==> config.mk <==
export PLATFORM = sky130hd
export DESIGN_NAME = cordic_arbiter
export DESIGN_NICKNAME = d
export VERILOG_FILES = /design/src/rtl/cordic_pkg.sv /design/src/rtl/rr_arbiter.sv /design/src/rtl/cordic_arbiter.sv
export SDC_FILE = /design/constraint.sdc
export NUM_CORES = 1
export LEC_CHECK = 0
export CORE_ASPECT_RATIO = 0.5
export CORE_MARGIN = 2
export CORE_UTILIZATION = 41
export CTS_CLUSTER_SIZE = 24
export DETAILED_ROUTE_END_ITERATION = 8
export PLACE_DENSITY = 0.78
export SLEW_MARGIN = 10
export SYNTH_ARGS = -nofsm -noshare
export SYNTH_HDL_FRONTEND = slang
export SYNTH_SLANG_ARGS = --single-unit
==> constraint.sdc <==
create_clock -name clk -period 1.65 [get_ports clk]
set_input_delay 0.33 -clock clk [delete_from_list [all_inputs] [get_ports clk]]
set_output_delay 0.33 -clock clk [all_outputs]
set_load 0.01 [all_outputs]
==> src/rtl/cordic_pkg.sv <==
// Shared CORDIC constants and the requester tag carried alongside the pipeline.
package cordic_pkg;

  localparam int unsigned CORDIC_WIDTH   = 17;
  localparam int unsigned CORDIC_LATENCY = 17;

  // One tag per CORDIC pipeline slot: occupied flag plus issuing requester.
  typedef struct packed {
    logic       valid;
    logic [2:0] id;
  } cordic_tag_t;

endpackage

==> src/rtl/rr_arbiter.sv <==
// Round-robin arbiter: one-hot grant searched upward from a rotating pointer.
module rr_arbiter #(
  parameter int unsigned N = 2
) (
  input  logic         clk,
  input  logic         reset,
  input  logic [N-1:0] req,
  input  logic         advance,
  output logic [N-1:0] grant
);

  localparam int unsigned PW = $clog2(N);

  logic [PW-1:0] r_ptr;
  logic [PW-1:0] w_win;
  logic [N-1:0]  w_grant;

  // First requester at or above the pointer, wrapping around.
  always_comb begin
    logic [PW-1:0] idx;
    w_grant = '0;
    w_win   = '0;
    idx     = '0;
    for (int unsigned k = 0; k < N; k++) begin
      idx = PW'((32'(r_ptr) + k) % N);
      if (req[idx] && (w_grant == '0)) begin
        w_grant[idx] = 1'b1;
        w_win        = idx;
      end
    end
  end

  // Pointer moves just past the winner; it stays put when nobody is granted.
  always_ff @(posedge clk) begin
    if (reset) begin
      r_ptr <= '0;
    end else if (advance && (w_grant != '0)) begin
      r_ptr <= (w_win == PW'(N - 1)) ? '0 : w_win + PW'(1);
    end
  end

  assign grant = w_grant;

endmodule

==> src/rtl/cordic_arbiter.sv <==
// Shares one pipelined CORDIC between requesters and steers results back by tag.
module cordic_arbiter
  import cordic_pkg::*;
#(
  parameter int unsigned N_REQ   = 2,
  parameter int unsigned WIDTH   = CORDIC_WIDTH,
  parameter int unsigned LATENCY = CORDIC_LATENCY
) (
  input  logic                   clk,
  input  logic                   reset,
  input  logic [N_REQ-1:0]       req_valid,
  output logic [N_REQ-1:0]       req_ready,
  input  logic [N_REQ*WIDTH-1:0] req_x,
  input  logic [N_REQ*WIDTH-1:0] req_y,
  input  logic [N_REQ*WIDTH-1:0] req_z,
  output logic [N_REQ-1:0]       rsp_valid,
  output logic [WIDTH:0]         rsp_x,
  output logic [WIDTH:0]         rsp_y,
  output logic [WIDTH-1:0]       rsp_z,
  output logic                   cordic_en,
  output logic [WIDTH-1:0]       cordic_x0,
  output logic [WIDTH-1:0]       cordic_y0,
  output logic [WIDTH-1:0]       cordic_z0,
  input  logic [WIDTH:0]         cordic_x,
  input  logic [WIDTH:0]         cordic_y,
  input  logic [WIDTH-1:0]       cordic_z
);

  logic [N_REQ-1:0] w_req;
  logic [N_REQ-1:0] w_grant;
  logic             w_issue;
  logic [2:0]       w_id;
  logic [WIDTH-1:0] w_sel_x, w_sel_y, w_sel_z;

  cordic_tag_t      r_tag     [LATENCY+1];
  cordic_tag_t      w_tag_nxt [LATENCY+1];
  logic             w_en_nxt;
  logic             r_en;

  logic [WIDTH-1:0] r_x0, r_y0, r_z0;
  logic [N_REQ-1:0] w_rsp_dec;
  logic [N_REQ-1:0] r_rsp_valid;
  logic [WIDTH:0]   r_rsp_x, r_rsp_y;
  logic [WIDTH-1:0] r_rsp_z;

  // No grants are offered while reset is held.
  assign w_req = reset ? '0 : req_valid;

  rr_arbiter #(.N(N_REQ)) u_rr (
    .clk     (clk),
    .reset   (reset),
    .req     (w_req),
    .advance (~reset),
    .grant   (w_grant)
  );

  // Winner's operands and id, picked from the one-hot grant.
  always_comb begin
    w_issue = 1'b0;
    w_id    = '0;
    w_sel_x = '0;
    w_sel_y = '0;
    w_sel_z = '0;
    for (int unsigned i = 0; i < N_REQ; i++) begin
      if (w_grant[i]) begin
        w_issue = 1'b1;
        w_id    = 3'(i);
        w_sel_x = req_x[i*WIDTH +: WIDTH];
        w_sel_y = req_y[i*WIDTH +: WIDTH];
        w_sel_z = req_z[i*WIDTH +: WIDTH];
      end
    end
  end

  // Stage 0 mirrors the operand register; deeper stages move only with the CORDIC.
  // Stage 0 valid is exactly "granted last cycle", so the enable is the OR of all stages.
  always_comb begin
    w_tag_nxt    = r_tag;
    w_tag_nxt[0] = '{valid: w_issue, id: w_id};
    if (r_en) begin
      for (int unsigned k = 1; k <= LATENCY; k++) begin
        w_tag_nxt[k] = r_tag[k-1];
      end
    end
    w_en_nxt = 1'b0;
    for (int unsigned k = 0; k <= LATENCY; k++) begin
      w_en_nxt = w_en_nxt | w_tag_nxt[k].valid;
    end
  end

  // Tag pipeline and CORDIC enable.
  always_ff @(posedge clk) begin
    if (reset) begin
      r_tag <= '{default: '0};
      r_en  <= 1'b0;
    end else begin
      r_tag <= w_tag_nxt;
      r_en  <= w_en_nxt;
    end
  end

  // Operand registers hold between grants.
  always_ff @(posedge clk) begin
    if (reset) begin
      r_x0 <= '0;
      r_y0 <= '0;
      r_z0 <= '0;
    end else if (w_issue) begin
      r_x0 <= w_sel_x;
      r_y0 <= w_sel_y;
      r_z0 <= w_sel_z;
    end
  end

  // Decode the tag leaving the pipeline into a per-requester strobe.
  always_comb begin
    w_rsp_dec = '0;
    for (int unsigned i = 0; i < N_REQ; i++) begin
      w_rsp_dec[i] = r_tag[LATENCY].valid && (r_tag[LATENCY].id == 3'(i));
    end
  end

  // Result capture, aligned with the tag that completes this cycle.
  always_ff @(posedge clk) begin
    if (reset) begin
      r_rsp_valid <= '0;
      r_rsp_x     <= '0;
      r_rsp_y     <= '0;
      r_rsp_z     <= '0;
    end else begin
      r_rsp_valid <= w_rsp_dec;
      if (w_rsp_dec != '0) begin
        r_rsp_x <= cordic_x;
        r_rsp_y <= cordic_y;
        r_rsp_z <= cordic_z;
      end
    end
  end

  assign req_ready = w_grant;
  assign rsp_valid = r_rsp_valid;
  assign rsp_x     = r_rsp_x;
  assign rsp_y     = r_rsp_y;
  assign rsp_z     = r_rsp_z;
  assign cordic_en = r_en;
  assign cordic_x0 = r_x0;
  assign cordic_y0 = r_y0;
  assign cordic_z0 = r_z0;

endmodule

-- Word level (Yosys, flattened, before mapping)
Cells that the tools add are included.
W data, S select, Z words.
- $add $sub $neg: 2
- $mul: 0
- divide/modulo/power cells: 0
- magnitude comparators: 4
- equality and inequality tests: 1
- shifts and indexed selects: 0
- multiplexer cells: 24
- bitwise gates (word level): 19
- reduce and logical (&&, ||, !) cells: 10
- operators with widths (kind ; number):
    $mux W17 ; 6
    $mux W68 ; 1
    $or A1 B1 Y1 ; 17
    $mux W1 ; 12
    $logic_and A1 B1 Y1 ; 6
    $mux W2 ; 3
    $lt A1 B2 Y1 const B ; 2
    $reduce_bool A2 Y1 ; 2
    $eq A3 B1 Y1 const B ; 1
    $logic_not A3 Y1 ; 1
    $add A1 B1 Y1 const B ; 2
    $demux W1 S1 ; 2
    $ge A1 B1 Y1 const B ; 2
    $logic_not A2 Y1 ; 1
    $or A2 B2 Y2 ; 1
    $not A1 Y1 ; 1
- register bits after elaboration: 180
- latch bits: 0
- RAM bits: 0
- memory bits (read-only): 0
- input port bits: 159
- output and inout port bits: 109
- memories kept: 0

-- Logic depth before layout (Yosys ltp)
- depth in word-level cells: 27
- mapped depth: 6

-- Modules after synthesis
Synthesis repeated with hierarchy kept, for this count alone.
- cells, all modules: 531
- area, all modules: 5967.0 um2
- by module, submodules not included (module ; times used ; cells each ; area an instance (um2)):
    cordic_arbiter ; 1 ; 524 ; 5901.9
    rr_arbiter ; 1 ; 7 ; 65.1

-- Worst setup path before layout
No wires, ideal clock.
- kind: in2out
- start: input port reset
- end: output port req_ready[1]
- arrival: 1.046 ns
- required time: 1.320 ns
- path slack: 0.274 ns
- cell stages on the path: 6
- buffers on the path: 4
- cell sequence: buf_6 > nor2b_2 > buf_4 > buf_4 > and2_1 > buf_4
- word-level cells in the longest chain between the ends: 7
- elaborated cells between the ends (all ways): 10
- those cells by class: mux (7); bitwise (1); reduce/logical (2)
- ends and longest elaborated chain (what ; RTL line ; RTL):
    start, declared ; cordic_arbiter.sv:10 ; input logic reset,
    $mux W2 (*) ; cordic_arbiter.sv:47 ; assign w_req = reset ? '0 : req_valid;
    $mux W1 (implied by the code) (2 in series) ; rr_arbiter.sv:26 ; if (req[idx] && (w_grant == '0)) begin
    $mux W2 ; rr_arbiter.sv:26 ;
    $logic_not A2 Y1 ; rr_arbiter.sv:26 ;
    $logic_and A1 B1 Y1 ; rr_arbiter.sv:26 ;
    $mux W2 (*) ; rr_arbiter.sv:26 ;
    end, declared ; cordic_arbiter.sv:12 ; output logic [N_REQ-1:0] req_ready,
Mark *: on every way between the ends. The rest lies on a longest branch, timed or not. The select of a mux whose other input is x is not followed.

-- Final worst setup path
- start: input port req_valid[0]
- end: output port req_ready[1]
- word-level cells in the longest chain between the ends: 7
- elaborated cells between the ends (all ways): 10
- those cells by class: mux (7); bitwise (1); reduce/logical (2)
- ends and longest elaborated chain (what ; RTL line ; RTL):
    start, declared ; cordic_arbiter.sv:11 ; input logic [N_REQ-1:0] req_valid,
    $mux W2 (*) ; cordic_arbiter.sv:47 ;
    $mux W1 (implied by the code) (2 in series) ; rr_arbiter.sv:26 ;
    $mux W2 ; rr_arbiter.sv:26 ;
    $logic_not A2 Y1 ; rr_arbiter.sv:26 ;
    $logic_and A1 B1 Y1 ; rr_arbiter.sv:26 ;
    $mux W2 (*) ; rr_arbiter.sv:26 ;
Marks and branches as above.

==> flow_summary.json <==
{
  "status": "finished clean",
  "pwr_density_cell_nw_per_um2": 931,
  "crit_required_ns": 1.32,
  "ctsHtreeMaxLevel": 4,
  "insertion_delay_ns": 0.41,
  "finalCriticalPeriod_ns": 1.62,
  "cts_sinks": 144,
  "yosys_warnings": 0,
  "synthFlopType": "dfxtp_1",
  "via_per_inst": 5.12,
  "use_met1_pct": 26.3,
  "whs_ns": 0.471,
  "dp_hpwl_um": 11700,
  "power.share.sequential_pct": 42.4,
  "power_switching_uw": 2060,
  "drc_errors": 0,
  "finClkSkew_ns": 0.00896,
  "grt_use_total_pct": 23.1,
  "crit_buf_inv": 3,
  "dieArea_um2": 15000,
  "dr.pass1.iters": 5,
  "synth.distinct_cells": 29,
  "layout-drive-gt1-share_pct": 7.49,
  "grt.met2_usage_pct": 41.8,
  "max_cap_viol_count": 0,
  "p_leak_uw": 0.00418,
  "cp_max_fo": 2,
  "crit_path_start_kind": "input port",
  "worst-setup-path-type": "in -> out",
  "antenna_left": 0,
  "path_cells": "clkdlybuf4s50_1 -> buf_4 -> nand2b_2 -> and2_1 -> buf_2",
  "setup_viol": 0,
  "synth-edff-count": 0,
  "synth_top_area_share_pct": 50.4,
  "dieWidth_um": 171,
  "drtIter0Drc": 291,
  "hold_path_startpoint": "r_tag[68]",
  "min_period_over_period_pct": 98.3,
  "worst_pin_slew_ns": 0.872,
  "start_util_pct": 42.1,
  "routabilityCongestion": 0.825,
  "max_stage_delay_ns": 0.49,
  "syn_area_per_cell_um2": 9.45,
  "grt_pass1_wl_um": 27000,
  "overflow": 0,
  "power_frac_clock_pct": 44.9,
  "nFillCells": 1140,
  "async_flop_share_pct": 0,
  "grt_busiest_layer": "met2",
  "clk_pin_slew_ns": 0.06,
  "wl_um": 17400,
  "portBuffers": 267,
  "swShare_pct": 24.1,
  "antenna_found_initial": 0,
  "arrival_ns": 1.29,
  "cpLargestDelayFamily": "buffers and inverters",
  "p_int_uw": 6500,
  "grt_pass1_vias": 5331,
  "clockRootBuffer": "clkbuf_16",
  "synth.area.top_cells": "dfxtp_1 50%, mux2i_1 15%, nand3_1 8.6%",
  "num_antenna_cells": 0,
  "synth_top_area_cell": "dfxtp_1",
  "cts_buffer_depth": 2,
  "routedWlPerCell_um": 16.4,
  "synth-seq-cells": 144,
  "syn2layout_area_growth_pct": 60.9,
  "postCtsSetupBuffers": 0,
  "hold_viol": 0,
  "fin_cells": 1060,
  "ys_seq_area_share_pct": 50.4,
  "end_kind": "output pin",
  "finalMaxSlewViolations": 0,
  "startpoint": "req_valid[0]",
  "postSynthCellCount": 605,
  "max_slew_margin_pct": 41.8,
  "grt_start_max_net_pins": 90,
  "core-area_um2": 13600,
  "comb_power_share_pct": 12.6,
  "synthesis.nets": 764,
  "num_rows": 30,
  "p_total_uw": 8560,
  "critPathSlowestCell": "clkdlybuf4s50_1",
  "ir_worst_vdd_v": 0.000687,
  "ios": 268,
  "hold_path.class": "reg -> reg",
  "numCtsBuffers": 17,
  "fmax_mhz": 616,
  "syn_area_um2": 5710,
  "groute.layer.met3.usage_pct": 6.36,
  "rsz0062_at_grt": "no",
  "dp_cells": 1028,
  "cts_tree": "yes",
  "die_y_um": 87.5,
  "num_vias": 5426,
  "fin_nets": 1014
}
-- flip-flops by register name (all words and copies together) (netlist names), named ones only --
signal / cells
r_tag: 36
rsp_x: 18
rsp_y: 18
cordic_x0: 17
cordic_y0: 17
cordic_z0: 17
rsp_z: 17
rsp_valid: 2
cordic_en: 1
-- through the flow --
| step | TNS [ns] | setup slack, ns | area (um2) | util, % |
|---|---|---|---|---|
| floorplan | 0 | 0.274 | 5710 | - |
| global placement | -10.76 | -0.340 | 8500 | 62.6 |
| detailed placement | -13.28 | -0.362 | 8500 | 62.6 |
| CTS | 0 | 0.000809 | 9060 | 66.7 |
| global route | 0 | 0.000633 | 9200 | 67.7 |
| finish | 0 | 0.0278 | 9200 | 67.7 |
-- what timing repair did --
item | in CTS | in global routing
endpoints found under the setup margin | 20 | 52
cloned | 0 | 0
hold buffers | 0 | 0
gates resized for setup | 28 | 52
-- final timing paths --
path	to	slack, ns	cells after the start
hold reg to reg	r_tag[64]	0.47	2
setup / recovery	req_ready[1]	0.03	5
hold / removal	r_tag[64]	0.47	2
setup reg to reg	cordic_x0[3]	0.11	4
-- cells in the final DEF, fill, tap and decap left out, types with 2 or more instances in the layout --
| cell | n |
|---|---|
| o21ai_0 | 41 |
| buf_12 | 6 |
| bufinv_16 | 2 |
| a31oi_1 | 51 |
| dfxtp_1 | 142 |
| mux2i_1 | 88 |
| nor4_1 | 3 |
| buf_4 | 18 |
| nand3_1 | 98 |
| clkinv_4 | 3 |
| nand2_1 | 3 |
| and2_1 | 3 |
| o2111ai_1 | 4 |
| nor2_1 | 87 |
| inv_6 | 5 |
| clkinvlp_4 | 2 |
| clkbuf_16 | 17 |
| dlymetal6s2s_1 | 52 |
| buf_2 | 3 |
| clkdlybuf4s50_1 | 193 |
| inv_1 | 2 |
| o21ai_1 | 10 |
| dlygate4sd2_1 | 19 |
-- power groups by stage --
stage / clock (uW) / combinational [uW] / sequential [uW]
2_1_floorplan: 0 / 412 / 3740
3_3_place_gp: 0 / 1080 / 3700
3_5_place_dp: 0 / 1100 / 3710
4_1_cts: 3920 / 1090 / 3630
5_1_grt: 4050 / 1160 / 3640
6_report: 3850 / 1080 / 3630
-- logic make-up (layout without fill, tap and decap cells) --
group | after synthesis | after routing | synth area share, %
and+or+nand+nor | 201 | 201 | 16.0
DFF | 144 | 144 | 50.4
AOI/OAI and AO/OA | 109 | 109 | 11.1
muxes | 88 | 88 | 15.4
buffers and inverters | 63 | 326 | 7.03
-- synth_stat cells, types with 3 or more instances --
master     instances
nor2_1            87
buf_12             3
and2_1             3
o21ai_1           10
o2111ai_1          4
nand2_1            3
clkbuf_1          11
dfxtp_1          144
a31oi_1           51
nor4_1             3
o21ai_0           41
nand3_1           98
buf_6              3
buf_2             25
buf_4             16
mux2i_1           88
-- metal layers --
metal  part of all wire, %  wire [um]  vias to the layer above
li1                      -          -                     2658
met1                    41       7050                     2551
met2                    51       8850                      177
met3                   5.7       1000                       40
met4                   2.9        500                        0
met5                     0          0                        -
-- tightest hold or removal path: cells and delay by family, from the launching register on --
kind,cells,cell delay [ns]
flops,1,0.31
mux,1,0.06
simple gates,1,0.07
-- layout make-up --
class	instances	area [um2]	area share, %
sequential	144	2890	31.4
tap	192	240	2.61
clock buffer	19	443	4.82
clock inverter	13	150	1.63
timing repair buffer	291	3020	32.8
multi-input combinational	398	2440	26.6
inverter	3	11.3	0.122
(Power assumes the default switching activity.)
